## config.mk

```make
export PLATFORM = sky130hd
export DESIGN_NAME = rf68000_nic_initiator
export DESIGN_NICKNAME = d
export VERILOG_FILES = /design/src/rtl/rf68000_nic_initiator.sv
export SDC_FILE = /design/constraint.sdc
export NUM_CORES = 1
export LEC_CHECK = 0
export ABC_AREA = 1
export CORE_MARGIN = 2
export CORE_UTILIZATION = 30
export CTS_CLUSTER_DIAMETER = 30
export DETAILED_ROUTE_END_ITERATION = 6
export GPL_TIMING_DRIVEN = 0
export PLACE_DENSITY = 0.48
export SETUP_SLACK_MARGIN = 0.1
export SYNTH_ARGS = -nofsm -noshare
export SYNTH_HDL_FRONTEND = slang
export SYNTH_SLANG_ARGS = --single-unit
```

## constraint.sdc

```tcl
create_clock -name clk_i -period 6.2 [get_ports clk_i]
set_input_delay 1.24 -clock clk_i [delete_from_list [all_inputs] [get_ports clk_i]]
set_output_delay 1.24 -clock clk_i [all_outputs]
set_load 0.01 [all_outputs]
```

## src/rtl/rf68000_nic_initiator.sv

```systemverilog
// rf68000_nic_initiator: queues memory requests in a FIFO and issues each as one
// classic Wishbone cycle, returning data or a timeout error with the request tag.
module rf68000_nic_initiator #(
    parameter int FIFO_DEPTH = 4,
    parameter int TIMEOUT    = 255
) (
    input  logic        clk_i,
    input  logic        rst_i,
    input  logic        req_valid,
    output logic        req_ready,
    input  logic        req_we,
    input  logic [3:0]  req_sel,
    input  logic [31:0] req_adr,
    input  logic [31:0] req_dat,
    input  logic [7:0]  req_tag,
    output logic        resp_valid,
    input  logic        resp_ready,
    output logic [31:0] resp_dat,
    output logic [7:0]  resp_tag,
    output logic        resp_err,
    output logic        nic_cyc,
    output logic        nic_stb,
    output logic        nic_we,
    output logic [3:0]  nic_sel,
    output logic [31:0] nic_adr,
    output logic [31:0] nic_dato,
    input  logic        nic_ack,
    input  logic [31:0] nic_dati
);
    localparam int AW = $clog2(FIFO_DEPTH);

    typedef enum logic [1:0] {IDLE, BUS, RESP, GAP} state_t;

    typedef struct packed {
        logic        we;
        logic [3:0]  sel;
        logic [31:0] adr;
        logic [31:0] dat;
        logic [7:0]  tag;
    } req_t;

    req_t          mem_q [FIFO_DEPTH];
    state_t        state_q;
    logic [AW-1:0] wp_q, rp_q;
    logic [AW:0]   cnt_q, cnt_d;
    logic [15:0]   tmo_q;
    logic [7:0]    tag_q;
    logic          push, pop;
    req_t          head;

    assign req_ready = cnt_q != (AW+1)'(FIFO_DEPTH);
    assign push      = req_valid && req_ready;
    assign pop       = state_q == IDLE && cnt_q != '0;
    assign cnt_d     = cnt_q + (AW+1)'(push) - (AW+1)'(pop);
    assign head      = mem_q[rp_q];

    always_ff @(posedge clk_i) begin
        if (push) mem_q[wp_q] <= '{we: req_we, sel: req_sel, adr: req_adr, dat: req_dat, tag: req_tag};
    end

    always_ff @(posedge clk_i) begin
        if (!rst_i) begin
            state_q    <= IDLE;
            wp_q       <= '0;
            rp_q       <= '0;
            cnt_q      <= '0;
            tmo_q      <= '0;
            tag_q      <= '0;
            nic_cyc    <= 1'b0;
            nic_stb    <= 1'b0;
            nic_we     <= 1'b0;
            nic_sel    <= '0;
            nic_adr    <= '0;
            nic_dato   <= '0;
            resp_valid <= 1'b0;
            resp_dat   <= '0;
            resp_tag   <= '0;
            resp_err   <= 1'b0;
        end else begin
            cnt_q <= cnt_d;
            if (push) wp_q <= wp_q + 1'b1;
            if (pop) rp_q <= rp_q + 1'b1;
            case (state_q)
                IDLE: if (pop) begin
                    nic_we   <= head.we;
                    nic_sel  <= head.sel;
                    nic_adr  <= head.adr;
                    nic_dato <= head.dat;
                    tag_q    <= head.tag;
                    nic_cyc  <= 1'b1;
                    nic_stb  <= 1'b1;
                    tmo_q    <= '0;
                    state_q  <= BUS;
                end
                BUS: if (nic_ack || tmo_q == 16'(TIMEOUT - 1)) begin
                    // ack takes priority over an expiring counter on the same edge
                    nic_cyc    <= 1'b0;
                    nic_stb    <= 1'b0;
                    nic_we     <= 1'b0;
                    resp_dat   <= (nic_ack && !nic_we) ? nic_dati : 32'h0;
                    resp_err   <= !nic_ack;
                    resp_tag   <= tag_q;
                    resp_valid <= 1'b1;
                    state_q    <= RESP;
                end else begin
                    tmo_q <= tmo_q + 16'd1;
                end
                RESP: if (resp_ready) begin
                    resp_valid <= 1'b0;
                    state_q    <= GAP;
                end
                default: state_q <= IDLE;
            endcase
        end
    end
endmodule
```

Word level (Yosys, flattened, before mapping)
Memories as Yosys holds them, arrays and structs flattened. A register that Yosys moved wholly into a read port is not among the register bits.
Index checks and enable logic that the tools add are counted.
{"block": "classes", "add_sub_neg": 5, "eq_ne": 8, "muxes": 20, "n_reduce_logical": 16}
{"cell": "$mux 16", "count": 2}
{"cell": "$mux 32", "count": 1}
{"cell": "$pmux 16 s2", "count": 1}
{"cell": "$add 16x1->16 const B", "count": 1}
{"cell": "$eq 16x8->1 const B", "count": 1}
{"cell": "$reduce_and 3->1", "count": 4}
{"cell": "$mux 2", "count": 5}
{"cell": "$ne 2x2->1 const B", "count": 4}
{"cell": "$mux 1", "count": 7}
{"cell": "$pmux 1 s2", "count": 3}
{"cell": "$pmux 2 s3", "count": 1}
{"cell": "$add 2x1->2 const B", "count": 2}
{"cell": "$reduce_and 2->1", "count": 2}
{"cell": "$reduce_bool 2->1", "count": 2}
{"cell": "$add 3x1->3", "count": 1}
{"cell": "$logic_and 1x1->1", "count": 3}
{"cell": "$ne 3x3->1 const B", "count": 1}
{"cell": "$reduce_bool 3->1", "count": 1}
{"cell": "$sub 3x1->3", "count": 1}
{"cell": "$eq 2x1->1 const B", "count": 1}
{"cell": "$eq 2x2->1 const B", "count": 1}
{"cell": "$logic_not 1->1", "count": 2}
{"cell": "$logic_not 2->1", "count": 1}
{"cell": "$logic_or 1x1->1", "count": 1}
{"block": "word_totals", "ff_bits": 145, "ram_bits": 308, "in_bits": 114, "output_inout_bits": 114, "wordCells": 65, "n_memories": 1}
{"memory": "mem_q", "words": 4, "word_bits": 77, "rd": 1, "rd_clocked_by_memory_dff": 1, "wr": 1, "line": "42", "source": "req_t mem_q [FIFO_DEPTH];"}

Logic depth before layout (Yosys ltp)
{"block": "depth", "depth_word": 4, "depth_mapped": 12, "mapped_depth_nobuf": 12}

Worst setup path after synthesis
OpenSTA, ideal clock, no wires.
{"block": "synth_path", "kind": "input-to-reg", "startpoint": "in req_valid", "endpoint": "mem mem_q[0][0] (netlist bit) (enable)", "setup_time_ns": 0.513, "arrival_ns": 4.630, "required_time_ns": 5.687, "path_slack_ns": 1.057, "cell_stages": 2, "n_path_buf": 0, "cell_sequence": "nand2_1 nor2_1"}
{"block": "synth_via", "elab_chain_len": 3}
{"item": "start, declared", "line": "9", "source": "input logic req_valid,"}
{"item": "$logic_and 1x1->1", "line": "52", "source": "assign push = req_valid && req_ready;"}
{"item": "$mux 1", "line": "58", "source": "if (push) mem_q[wp_q] <= '{we: req_we, sel: req_sel, adr: req_adr, dat: req_dat, tag: req_tag};"}
{"item": "$mux 1 (implied by the code)", "line": "58"}
{"item": "end, declared", "line": "42"}
Every way passes these cells.

Final worst setup path
{"block": "layout_path", "startpoint": "reg state_q[0]", "endpoint": "reg cnt_q[1]"}
{"block": "layout_via", "elab_chain_len": 3}
{"item": "start, declared", "line": "43", "source": "state_t state_q;"}
{"item": "start signal, assigned", "line": "63", "source": "state_q <= IDLE;"}
{"item": "start signal, assigned", "line": "93", "source": "state_q <= BUS;"}
{"item": "start signal, assigned", "line": "104", "source": "state_q <= RESP;"}
{"item": "$logic_not 2->1", "line": "53", "source": "assign pop = state_q == IDLE && cnt_q != '0;"}
{"item": "$logic_and 1x1->1", "line": "53"}
{"item": "named net pop", "line": "48", "source": "logic push, pop;"}
{"item": "$sub 3x1->3", "line": "54", "source": "assign cnt_d = cnt_q + (AW+1)'(push) - (AW+1)'(pop);"}
{"item": "named net cnt_d[1]", "line": "45", "source": "logic [AW:0] cnt_q, cnt_d;"}
{"item": "end signal, assigned", "line": "80", "source": "cnt_q <= cnt_d;"}
{"item": "end, declared", "line": "45"}
The timed path passes the listed nets, and every way through them passes these cells.
A chain may end at the register's enable or synchronous reset.

==> results.json <==
{
  "avgRoutedWirePerCell_um": 18.6,
  "worst_skew_pair.late_latency_ps": 640,
  "register_bit_total_from_synthesis": 455,
  "initial_utilization_pct": 30.3,
  "antenna_violating_nets_post_route": 0,
  "asr_flop_ratio_synth_pct": 0,
  "first_global_vias": 13040,
  "cts.clk_slew.worst_paths_ps": 40,
  "grt_start_max_net_pins": 26,
  "drtPass1Iterations": 5,
  "finalWeightedCongestion": 0.860,
  "synthesis.area_um2": 17400,
  "detailed_route_wire_length_um": 52400,
  "worstReg2RegStart": "state_q[0]",
  "count_of_maximum_capacitance_violations": 0,
  "critical_path.slowest_cell": "sky130_fd_sc_hd__clkbuf_1",
  "synthDominantCellAreaShare_pct": 53.1,
  "r2r_cells": 12,
  "syn_inst": 1606,
  "number_of_endpoints_failing_setup_at_the_final_stage": 0,
  "synth-seq-area-share_pct": 70.0,
  "layout_setup_ws_ps": 3110,
  "top_cells_by_area_in_the_synthesized_netlist": "sky130_fd_sc_hd__edfxtp_1 53%, sky130_fd_sc_hd__dfxtp_1 17%, sky130_fd_sc_hd__nor2_1 9.9%",
  "rsz_0062_raised_after_global_routing": "no",
  "final_min_period_over_clock_period_pct": 49.8,
  "ys_types": 29,
  "dpl_worst_slack_ps": 2510,
  "vias": 12983,
  "timing_worst_setup_path_type": "reg2reg",
  "number_of_sinks_handled_by_clock_tree_synthesis": 455,
  "worst_pin_slew_ps": 906,
  "cts_hold_buf": 0,
  "detailedRoute.firstIterationViolations": 732,
  "core_um2": 57600,
  "final_max_slew_viol_count": 0,
  "critical_path.top_delay_family": "buffers and inverters",
  "synth_warnings": 0,
  "dpl-instance-area_um2": 21000,
  "die_h_um": 245,
  "synth_edf_count": 308,
  "path_buf_inv": 6,
  "final_nets": 2079,
  "finalCoreUtilization_pct": 42.8,
  "whs_path_depth": 2,
  "fin_skew_ps": 41.7,
  "hold_violation_count_in_the_final_report": 0,
  "route.detailed.drc": 0,
  "tritoncts_clock_tree": "built",
  "grt_usage_pct": 17.3,
  "ys_top_cells_by_count": "460 x sky130_fd_sc_hd__nor2_1, 308 x sky130_fd_sc_hd__edfxtp_1, 260 x sky130_fd_sc_hd__o21ai_0",
  "mappedNetlistNets": 1733,
  "core.rowCount": 88,
  "crit_arrival_ps": 3590,
  "start_kind": "flip-flop",
  "cts_buffer_depth": 3,
  "dieWidth_um": 245,
  "powerDensity_nw_per_um2": 530,
  "total_die_area_um2": 60000,
  "hpwlAfterDp_um": 33800,
  "post-synth-top-count-cell": "sky130_fd_sc_hd__nor2_1",
  "timing.critical_path.from": "state_q[0]",
  "cell_taking_the_most_area_after_synthesis": "sky130_fd_sc_hd__edfxtp_1",
  "timing.critical_path.cells": "inv_1 > ha_1 > nand2_1 > inv_2 > buf_2 > clkbuf_1 > ha_1 > inv_1 > ha_1 > fa_1 > nand2_1 > inv_1",
  "required_ps": 6710,
  "layout_min_cycle_time_ps": 3090,
  "worstSetupPathDepth": 12,
  "avgSynthCellArea_um2": 10.8,
  "power.total_mw": 13.0,
  "max_freq_ghz": 0.324,
  "post_cts_resize_count": 0,
  "postCtsSetupRepairBufs": 0,
  "avgViaCountPerCell": 4.62,
  "port_buffers": 226,
  "end_kind": "flip-flop",
  "finish.instance_area_um2": 24600,
  "hp-start": "resp_valid",
  "area_delta_synth_final_pct": 41.4,
  "final_layout_size_suffix_gt1_share_pct": 11.6,
  "design.portCount": 228,
  "max-vdd-ir-drop_uv": 261,
  "fin_setup_tns_ps": 0,
  "p_leak_nw": 8.94,
  "postSynth.topFlopCell": "sky130_fd_sc_hd__edfxtp_1",
  "cp_max_fo": 10,
  "cp_slowest_stage_delay_ps": 580,
  "outcome": "completed",
  "antenna_violations_before_repair": 5,
  "worst_slew_margin_relative_to_its_limit_pct": 39.4,
  "cts_made_buffers": 105,
  "globalRoute.totalOverflow": 0,
  "ctsHtreeMaxLevel": 3,
  "clock_root_buffer": "sky130_fd_sc_hd__clkbuf_16",
  "min-delay-path-class": "reg2reg",
  "grt_first_pass_wirelength_um": 78400
}
==> cell families after synthesis <==
group | Yosys count | synth area share, %
AO/OA/AOI/OAI | 386 | 11.8
buffers and inverters | 175 | 4.32
AND/OR/NAND/NOR | 574 | 12.8
flip-flops | 455 | 70.0
adder cells (fa/ha/maj) | 13 | 0.977
XOR/XNOR | 3 | 0.151
==> registers in the layout, summed over array words and instances (netlist names), 3 cells and up, named ones only <==
signal / count
nic_sel: 4
cnt_q: 3
tmo_q: 16
resp_dat: 32
nic_dato: 32
resp_tag: 8
mem_q: 308
nic_adr: 32
tag_q: 8
==> report_power, final <==
part	switching, mW	internal (mW)
combinational	2.07	1.24
sequential	0.298	3.84
clock	1.71	3.89
==> worst reg2reg max path, cell delays in order (launching register included) <==
cell and delay (ps):
sky130_fd_sc_hd__dfxtp_1 320, sky130_fd_sc_hd__inv_1 110, sky130_fd_sc_hd__ha_1 250, sky130_fd_sc_hd__nand2_1 140, sky130_fd_sc_hd__inv_2 170, sky130_fd_sc_hd__buf_2 320, sky130_fd_sc_hd__clkbuf_1 580, sky130_fd_sc_hd__ha_1 370
sky130_fd_sc_hd__inv_1 60, sky130_fd_sc_hd__ha_1 150, sky130_fd_sc_hd__fa_1 410, sky130_fd_sc_hd__nand2_1 80, sky130_fd_sc_hd__inv_1 40
==> final timing paths <==
kind	end	slack [ps]
worst max-delay path	cnt_q[1]	3110
worst min-delay path	resp_valid	440
worst max register to register	cnt_q[1]	3110
worst min register to register	resp_valid	440
==> cell type report <==
class | instances | area [um2]
clock inverter | 56 | 759
fill | 5460 | 33000
inverter | 75 | 282
antenna | 4 | 10.0
timing repair buffer | 239 | 2540
clock buffer | 142 | 2910
buffer | 100 | 470
tap | 765 | 957
sequential | 455 | 12200
multi-input combinational | 976 | 4510
==> cell usage in the layout (no fill, tap or decap), types with 15 or more instances in the layout <==
master                            netlist  routed
sky130_fd_sc_hd__clkdlybuf4s50_1        0     226
sky130_fd_sc_hd__o21ai_1               19      19
sky130_fd_sc_hd__nand2_1               73      73
sky130_fd_sc_hd__nand3_1               27      27
sky130_fd_sc_hd__a21oi_1               21      21
sky130_fd_sc_hd__nor2_1               460     456
sky130_fd_sc_hd__bufinv_16              0      15
sky130_fd_sc_hd__clkinv_2               0      19
sky130_fd_sc_hd__clkbuf_1              55      79
sky130_fd_sc_hd__inv_1                 69      69
sky130_fd_sc_hd__clkbuf_16              0     106
sky130_fd_sc_hd__dfxtp_1              147     147
sky130_fd_sc_hd__a31oi_1               76      76
sky130_fd_sc_hd__buf_2                 28      28
sky130_fd_sc_hd__o21ai_0              260     260
sky130_fd_sc_hd__edfxtp_1             308     308
==> stage by stage <==
step	hold WS, ps	instances
3_3_place_gp	435	2597
6_report	444	2812
5_1_grt	467	2808
3_5_place_dp	440	2610
4_1_cts	447	2808
2_1_floorplan	436	1606
==> routing by layer <==
layer  vias up  GRT usage, %  share of wire [%]
met5         -             0              0.071
met4         6          5.92                2.4
met3       107          5.19                6.7
met2       391          28.6                 47
met1      6184          21.6                 44
li1       6295             -                  -
No activity file was read; power rests on OpenSTA's default activity.
